[src/rtl/depthwise_mram_writer_pkg.sv]
// Shared types, widths and helpers for the depthwise feature-map MRAM writer.
package depthwise_mram_pkg;

  localparam int unsigned LANES      = 4;
  localparam int unsigned LANE_W     = 8;
  localparam int unsigned WORD_W     = LANES * LANE_W;
  localparam int unsigned LANE_IDX_W = 2;
  localparam int unsigned FILL_CNT_W = 3;
  localparam int unsigned PIX_CNT_W  = 16;

  typedef enum logic [1:0] {
    IDLE = 2'd0,
    FILL = 2'd1,
    DONE = 2'd2
  } state_e;

  typedef struct packed {
    logic [WORD_W-1:0] data;
    logic [LANES-1:0]  mask;
  } packed_word_t;

  // Byte-lane enable mask covering the lowest 'filled' lanes.
  function automatic logic [LANES-1:0] lane_mask(input logic [FILL_CNT_W-1:0] filled);
    logic [LANES-1:0] mask;
    mask = '0;
    for (int unsigned i = 0; i < LANES; i++) begin
      if (FILL_CNT_W'(i) < filled) mask[i] = 1'b1;
    end
    return mask;
  endfunction

endpackage

[src/rtl/depthwise_mram_writer_if.sv]
// Pixel stream in plus MRAM port-A write bus out; master is the writer side.
interface depthwise_mram_writer_if #(
  parameter int unsigned ADDR_WIDTH = 10,
  parameter int unsigned DATA_WIDTH = 32
);
  import depthwise_mram_pkg::*;

  logic                  pix_valid;
  logic [LANE_W-1:0]     pix_data;
  logic                  pix_ready;
  logic [ADDR_WIDTH-1:0] mram_addr_a;
  logic [DATA_WIDTH-1:0] mram_din_a;
  logic                  mram_en_a;
  logic [LANES-1:0]      mram_we_a;

  modport master (
    input  pix_valid,
    input  pix_data,
    output pix_ready,
    output mram_addr_a,
    output mram_din_a,
    output mram_en_a,
    output mram_we_a
  );

  modport slave (
    output pix_valid,
    output pix_data,
    input  pix_ready,
    input  mram_addr_a,
    input  mram_din_a,
    input  mram_en_a,
    input  mram_we_a
  );

endinterface

[src/rtl/depthwise_mram_writer_byte_packer.sv]
// Packs bytes LSB-first into a word; flags a commit on lane 3 or the last byte.
module mram_byte_packer
  import depthwise_mram_pkg::*;
(
  input  logic              clk,
  input  logic              resetn,
  input  logic              clear,
  input  logic              push,
  input  logic [LANE_W-1:0] pix_byte,
  input  logic              last,
  output logic [WORD_W-1:0] word_c,
  output logic [LANES-1:0]  mask_c,
  output logic              commit_c
);

  logic [LANE_IDX_W-1:0] lane_q;
  logic [WORD_W-1:0]     acc_q;
  logic [WORD_W-1:0]     merged;

  // Word as it stands with the incoming byte dropped into its lane.
  always_comb begin
    merged                              = acc_q;
    merged[{lane_q, 3'b000} +: LANE_W]  = pix_byte;
    word_c                              = merged;
    mask_c                              = lane_mask(FILL_CNT_W'(lane_q) + FILL_CNT_W'(1));
    commit_c                            = push && ((lane_q == LANE_IDX_W'(LANES - 1)) || last);
  end

  // Committing clears the accumulator on the same edge so the next byte never stalls.
  always_ff @(posedge clk) begin
    if (!resetn || clear) begin
      lane_q <= '0;
      acc_q  <= '0;
    end else if (push) begin
      lane_q <= commit_c ? '0 : lane_q + LANE_IDX_W'(1);
      acc_q  <= commit_c ? '0 : merged;
    end
  end

endmodule

[src/rtl/depthwise_mram_writer.sv]
// Depthwise conv pixel stream to MRAM port-A writer: packs 4 pixels per word,
// flushes a partial tail with a reduced byte mask and pulses done per frame.
module depthwise_mram_writer
  import depthwise_mram_pkg::*;
#(
  parameter int unsigned ADDR_WIDTH  = 10,
  parameter int unsigned DATA_WIDTH  = 32,
  parameter int unsigned ADDR_STRIDE = 1
) (
  input  logic                  clk,
  input  logic                  resetn,
  input  logic                  start,
  input  logic [ADDR_WIDTH-1:0] base_addr,
  input  logic [PIX_CNT_W-1:0]  pix_count,
  depthwise_mram_writer_if.master bus,
  output logic                  busy,
  output logic                  done
);

  state_e                state_q, state_d;
  logic [PIX_CNT_W-1:0]  rem_q, rem_d;
  logic [ADDR_WIDTH-1:0] waddr_q, waddr_d;

  logic                  ready_q;
  logic                  en_q;
  logic [ADDR_WIDTH-1:0] out_addr_q;
  packed_word_t          wr_q;

  logic                  accept;
  logic                  frame_start;
  logic                  last_pix;
  logic [WORD_W-1:0]     pk_word;
  logic [LANES-1:0]      pk_mask;
  logic                  pk_commit;

  always_comb begin
    accept      = bus.pix_valid && ready_q;
    frame_start = (state_q == IDLE) && start;
    last_pix    = (rem_q == PIX_CNT_W'(1));
  end

  mram_byte_packer u_packer (
    .clk      (clk),
    .resetn   (resetn),
    .clear    (frame_start),
    .push     (accept),
    .pix_byte (bus.pix_data),
    .last     (last_pix),
    .word_c   (pk_word),
    .mask_c   (pk_mask),
    .commit_c (pk_commit)
  );

  // Frame state, remaining-pixel and word-address registers.
  always_ff @(posedge clk) begin
    if (!resetn) begin
      state_q <= IDLE;
      rem_q   <= '0;
      waddr_q <= '0;
    end else begin
      state_q <= state_d;
      rem_q   <= rem_d;
      waddr_q <= waddr_d;
    end
  end

  always_comb begin
    state_d = state_q;
    rem_d   = rem_q;
    waddr_d = waddr_q;
    case (state_q)
      IDLE: begin
        if (start) begin
          rem_d   = pix_count;
          waddr_d = base_addr;
          state_d = (pix_count == '0) ? DONE : FILL;
        end
      end
      FILL: begin
        if (accept) begin
          rem_d = rem_q - PIX_CNT_W'(1);
          if (pk_commit) waddr_d = waddr_q + ADDR_WIDTH'(ADDR_STRIDE);
          if (last_pix)  state_d = DONE;
        end
      end
      DONE:    state_d = IDLE;
      default: state_d = IDLE;
    endcase
  end

  // Status flags trail the state by one cycle; ready drops on the edge that takes the last pixel.
  always_ff @(posedge clk) begin
    if (!resetn) begin
      ready_q    <= 1'b0;
      busy       <= 1'b0;
      done       <= 1'b0;
      en_q       <= 1'b0;
      out_addr_q <= '0;
      wr_q       <= '0;
    end else begin
      ready_q <= (state_q == FILL) && (rem_d != '0);
      busy    <= (state_q != IDLE);
      done    <= (state_q == DONE);
      en_q    <= pk_commit;
      if (pk_commit) begin
        out_addr_q <= waddr_q;
        wr_q.data  <= pk_word;
        wr_q.mask  <= pk_mask;
      end
    end
  end

  assign bus.pix_ready   = ready_q;
  assign bus.mram_en_a   = en_q;
  assign bus.mram_addr_a = out_addr_q;
  assign bus.mram_din_a  = DATA_WIDTH'(wr_q.data);
  assign bus.mram_we_a   = wr_q.mask;

endmodule

[src/flat_wrapper.sv]
// flat-port wrapper written by rule: the top's interface ports become plain ports
module depthwise_mram_writer_flat import depthwise_mram_pkg::*;
#(
  parameter int unsigned ADDR_WIDTH  = 10,
  parameter int unsigned DATA_WIDTH  = 32,
  parameter int unsigned ADDR_STRIDE = 1
)
  (clk, resetn, start, base_addr, pix_count, busy, done, bus_pix_valid, bus_pix_data, bus_pix_ready, bus_mram_addr_a, bus_mram_din_a, bus_mram_en_a, bus_mram_we_a);
  depthwise_mram_writer_if #(.ADDR_WIDTH(ADDR_WIDTH), .DATA_WIDTH(DATA_WIDTH)) bus_i ();
  input  logic clk;
  input  logic resetn;
  input  logic start;
  input  logic [ADDR_WIDTH-1:0] base_addr;
  input  logic [PIX_CNT_W-1:0] pix_count;
  output logic busy;
  output logic done;
  input wire logic [$bits(bus_i.pix_valid)-1:0] bus_pix_valid;
  input wire logic [$bits(bus_i.pix_data)-1:0] bus_pix_data;
  output wire logic [$bits(bus_i.pix_ready)-1:0] bus_pix_ready;
  output wire logic [$bits(bus_i.mram_addr_a)-1:0] bus_mram_addr_a;
  output wire logic [$bits(bus_i.mram_din_a)-1:0] bus_mram_din_a;
  output wire logic [$bits(bus_i.mram_en_a)-1:0] bus_mram_en_a;
  output wire logic [$bits(bus_i.mram_we_a)-1:0] bus_mram_we_a;
  assign bus_i.pix_valid = bus_pix_valid;
  assign bus_i.pix_data = bus_pix_data;
  assign bus_pix_ready = bus_i.pix_ready;
  assign bus_mram_addr_a = bus_i.mram_addr_a;
  assign bus_mram_din_a = bus_i.mram_din_a;
  assign bus_mram_en_a = bus_i.mram_en_a;
  assign bus_mram_we_a = bus_i.mram_we_a;
  depthwise_mram_writer #(.ADDR_WIDTH(ADDR_WIDTH), .DATA_WIDTH(DATA_WIDTH), .ADDR_STRIDE(ADDR_STRIDE)) u_core (.clk(clk), .resetn(resetn), .start(start), .base_addr(base_addr), .pix_count(pix_count), .bus(bus_i), .busy(busy), .done(done));
endmodule
[config.mk]
export PLATFORM = sky130hd
export DESIGN_NAME = depthwise_mram_writer_flat
export DESIGN_NICKNAME = d
export VERILOG_FILES = /design/src/rtl/depthwise_mram_writer_pkg.sv /design/src/rtl/depthwise_mram_writer_if.sv /design/src/rtl/depthwise_mram_writer_byte_packer.sv /design/src/rtl/depthwise_mram_writer.sv /design/src/flat_wrapper.sv
export SDC_FILE = /design/constraint.sdc
export NUM_CORES = 1
export LEC_CHECK = 0
export BUFFER_PORTS_ARGS = -buffer_cell sky130_fd_sc_hd__buf_4
export CAP_MARGIN = 20
export CORE_MARGIN = 4
export CORE_UTILIZATION = 35
export CTS_CLUSTER_DIAMETER = 30
export DETAILED_ROUTE_END_ITERATION = 16
export SETUP_SLACK_MARGIN = 0.02
export SLEW_MARGIN = 5
export SYNTH_ARGS = -nofsm -noshare
export SYNTH_HDL_FRONTEND = slang
export SYNTH_HIERARCHICAL = 1
export SYNTH_SLANG_ARGS = --single-unit
[constraint.sdc]
create_clock -name clk -period 8.93 [get_ports clk]
set_clock_uncertainty 0.15 [all_clocks]
set_input_delay 0.4465 -clock clk [delete_from_list [all_inputs] [get_ports clk]]
set_output_delay 0.4465 -clock clk [all_outputs]
set_load 0.01 [all_outputs]
==> results.ini <==
[outcome]
status=complete, no violations

[floorplan]
die_area_mm2=0.0169
core_area_mm2=0.0146
ios=88
start_util_pct=35.8
die_w_um=130
rows=44
die_h_um=130

[setup_path]
critical_path.max_fanout=47
worstPathCellList=or3_1 > nor4b_1 > and4b_1 > o21a_2 > buf_4 > inv_1 > a21oi_1 > buf_4 > o21ai_0 > a22oi_1 > nor2_1
arrival_ns=3.74
crit_buf_inv=3
startpoint_type=flip-flop
required_ns=9.00
crit_family=simple AND/OR/NAND/NOR gates
worst-setup-path-type=flip-flop to flip-flop
ff2ff_path_depth=11
max_stage_delay_ns=0.60
cp_slowest_cell=buf_4
critPathMostFrequentCell=buf_4
worstSetupPathDepth=11
cp-end-kind=flip-flop

[logic_synthesis]
syn_area_per_cell_um2=9.33
synth_ff_type=dfxtp_1
postSynthCellCount=560
yosysUniqueCellTypes=70
ys_seq_elements=112
synth_nets=608
yosysWarnings=6
syn_area_mm2=0.00523
ys_async_sr_fraction_pct=0
yosysSeqAreaShare_pct=42.9
synth_edf_count=0

[timing]
max_slew_margin_pct=37.1
min_period_ns=3.68
maxSlewViolCount=0
worstMarginPinSlew_ns=0.944
layout_setup_ws_ns=5.25
fin_crit_sh_pct=41.2
setup_tns_ns=0
hold_viol=0
setup_viol=0
rsz0062_at_grt=no
timing.fmax_mhz=272

[final_layout]
fillers=1414
seq_area_mm2=0.00224
drive_gt1_share_pct=19.6
area_delta_synth_final_pct=20.7
diodes=0
final_nets=675
utilization_pct=43.2
multiInputGateArea_mm2=0.00277

[power_and_ir_drop]
power.density_mw_per_mm2=177
ir_drop_mv=0.0846
power.leakage_uw=0.00245

[cts]
clk_latency_ns=0.35
cts_hold_buf=0
cts_setup_buffers=0
numCtsBuffers=9
ctsRootBufferMaster=clkbuf_16
cts-htree-levels=3
clk_pin_slew_ns=0.07
postCtsResizedCells=0
cts_tree=done
clockBufferDepth=2
cts.sinks=112

[worst_hold_path]
min_path_type=input pin to flip-flop
hold_path_depth=2

[drt]
ant_nets=0
drt_iter0_markers=387
firstDrtPassIters=5
wirelength_mm=14.5
drc=0
vias=4576
wl_per_cell_um=17.7
viasPerCell=5.61

[grt]
grt_max_degree=73
grt_pass1_vias=4371
grt_pass1_wl_mm=23.2
track_usage_pct=17.2
grt_overflow=0
antenna_found_initial=0

[placement]
dp_hpwl_mm=10.2
gp_congestion=0.942
post-place-ws_ns=5.25
port_buffers=87

[run]
cap_violations=0

-- Yosys cell counts (all sizes together), types with 5 or more instances --
library cell,count,share of area (%)
nand3,8,0.77
nor4,18,3.0
o22ai,5,0.60
inv,15,1.1
a22o,60,10
dfxtp,112,43
nor2,76,5.5
o21ai,10,0.96
buf,15,1.4
ha,10,2.4
a21oi,23,2.2
clkbuf,20,1.4
nand2b,5,0.60
and2,5,0.62
nand2,24,1.7
nor3,13,1.2
nand4,5,0.60
a311oi,5,0.84
a211oi,6,0.86
or3,13,1.6
mux2i,49,9.4
-- report_power, final --
part	internal (uW)	switching, uW
Clock	237	191
Sequential	515	24.3
Combinational	59.7	91.6
-- worst paths after layout --
check | from | to | slack, ns
worst max-delay path | u_core/rem_q[7] | u_core/waddr_q[2] | 5.25
worst min register to register | u_core/u_packer/acc_q[14] | u_core/u_packer/acc_q[14] | 0.31
worst min-delay path | bus_pix_data[6] | u_core/u_packer/acc_q[22] | 0.20
worst max register to register | u_core/rem_q[7] | u_core/waddr_q[2] | 5.25
-- metal layers --
layer	part of all wire (%)	vias to the layer above	global-route usage [%]
met4	1.2	0	3.97
li1	-	2227	-
met3	6.1	17	4.38
met5	0	-	0
met1	45	2174	22.9
met2	47	158	28.1
-- worst register-to-register path, delay by kind of cell, from the launching register on --
| family | cells | cell delay (ns) |
|---|---|---|
| simple gates | 4 | 1.42 |
| buf+inv | 3 | 0.99 |
| compound gates | 4 | 0.61 |
| flops | 1 | 0.36 |
-- placed cells by master (no fill, tap or decap), drive strengths merged, types with 2 or more instances in the layout --
master,instances
o2bb2ai,2
mux2i,49
o311ai,4
mux2,2
ha,10
nor4,18
a2bb2oi,2
dfxtp,112
clkinv,4
nand3,8
o22ai,5
a221oi,2
nor3b,2
clkbuf,12
and4,2
or3,13
nor2b,3
a311oi,5
a211oi,6
a21oi,23
a31oi,2
nor3,13
a22oi,4
and2,5
o21ai,10
nand2,24
nor2,76
or3b,3
buf,91
nand4,5
o211ai,4
inv,17
or2,3
or4,2
nand2b,5
a22o,60
-- area by class of cell --
class | instances | area share [%]
inverter | 18 | 1.07
tap | 184 | 3.65
timing repair buffer | 91 | 10.8
multi-input combinational | 395 | 43.9
clock buffer | 12 | 4.07
clock inverter | 4 | 0.933
sequential | 112 | 35.6
-- per-stage QoR --
stage / total power (uW) / hold WS [ns] / instance area, um^2 / cells
after floorplan: 651 / 0.277 / 5230 / 560
final: 1120 / 0.205 / 6310 / 816
after global placement: 699 / 0.286 / 5990 / 800
after global routing: 1170 / 0.196 / 6310 / 816
after detailed placement: 701 / 0.293 / 5990 / 800
after CTS: 1130 / 0.186 / 6310 / 816
-- cells by family (layout without fill, tap and decap cells) --
logic type | Yosys count | count (layout) | share of synthesized area, %
AO/OA/AOI/OAI | 143 | 143 | 21.1
buffers and inverters | 53 | 125 | 4.14
flip-flops | 112 | 112 | 42.9
adder cells (fa/ha/maj) | 10 | 10 | 2.39
AND/OR/NAND/NOR | 191 | 191 | 19.6
multiplexers | 51 | 51 | 9.82
-- registers in the layout, summed over array words and instances (netlist names) --
name	flops
u_core/bus.mram_addr_a	10
u_core/bus.mram_din_a	32
u_core/bus.mram_en_a	1
u_core/bus.mram_we_a	4
u_core/bus.pix_ready	1
u_core/busy	1
u_core/done	1
u_core/rem_q	16
u_core/state_q	2
u_core/u_packer/acc_q	32
u_core/u_packer/lane_q	2
u_core/waddr_q	10
No activity file was read; power rests on OpenSTA's default activity.
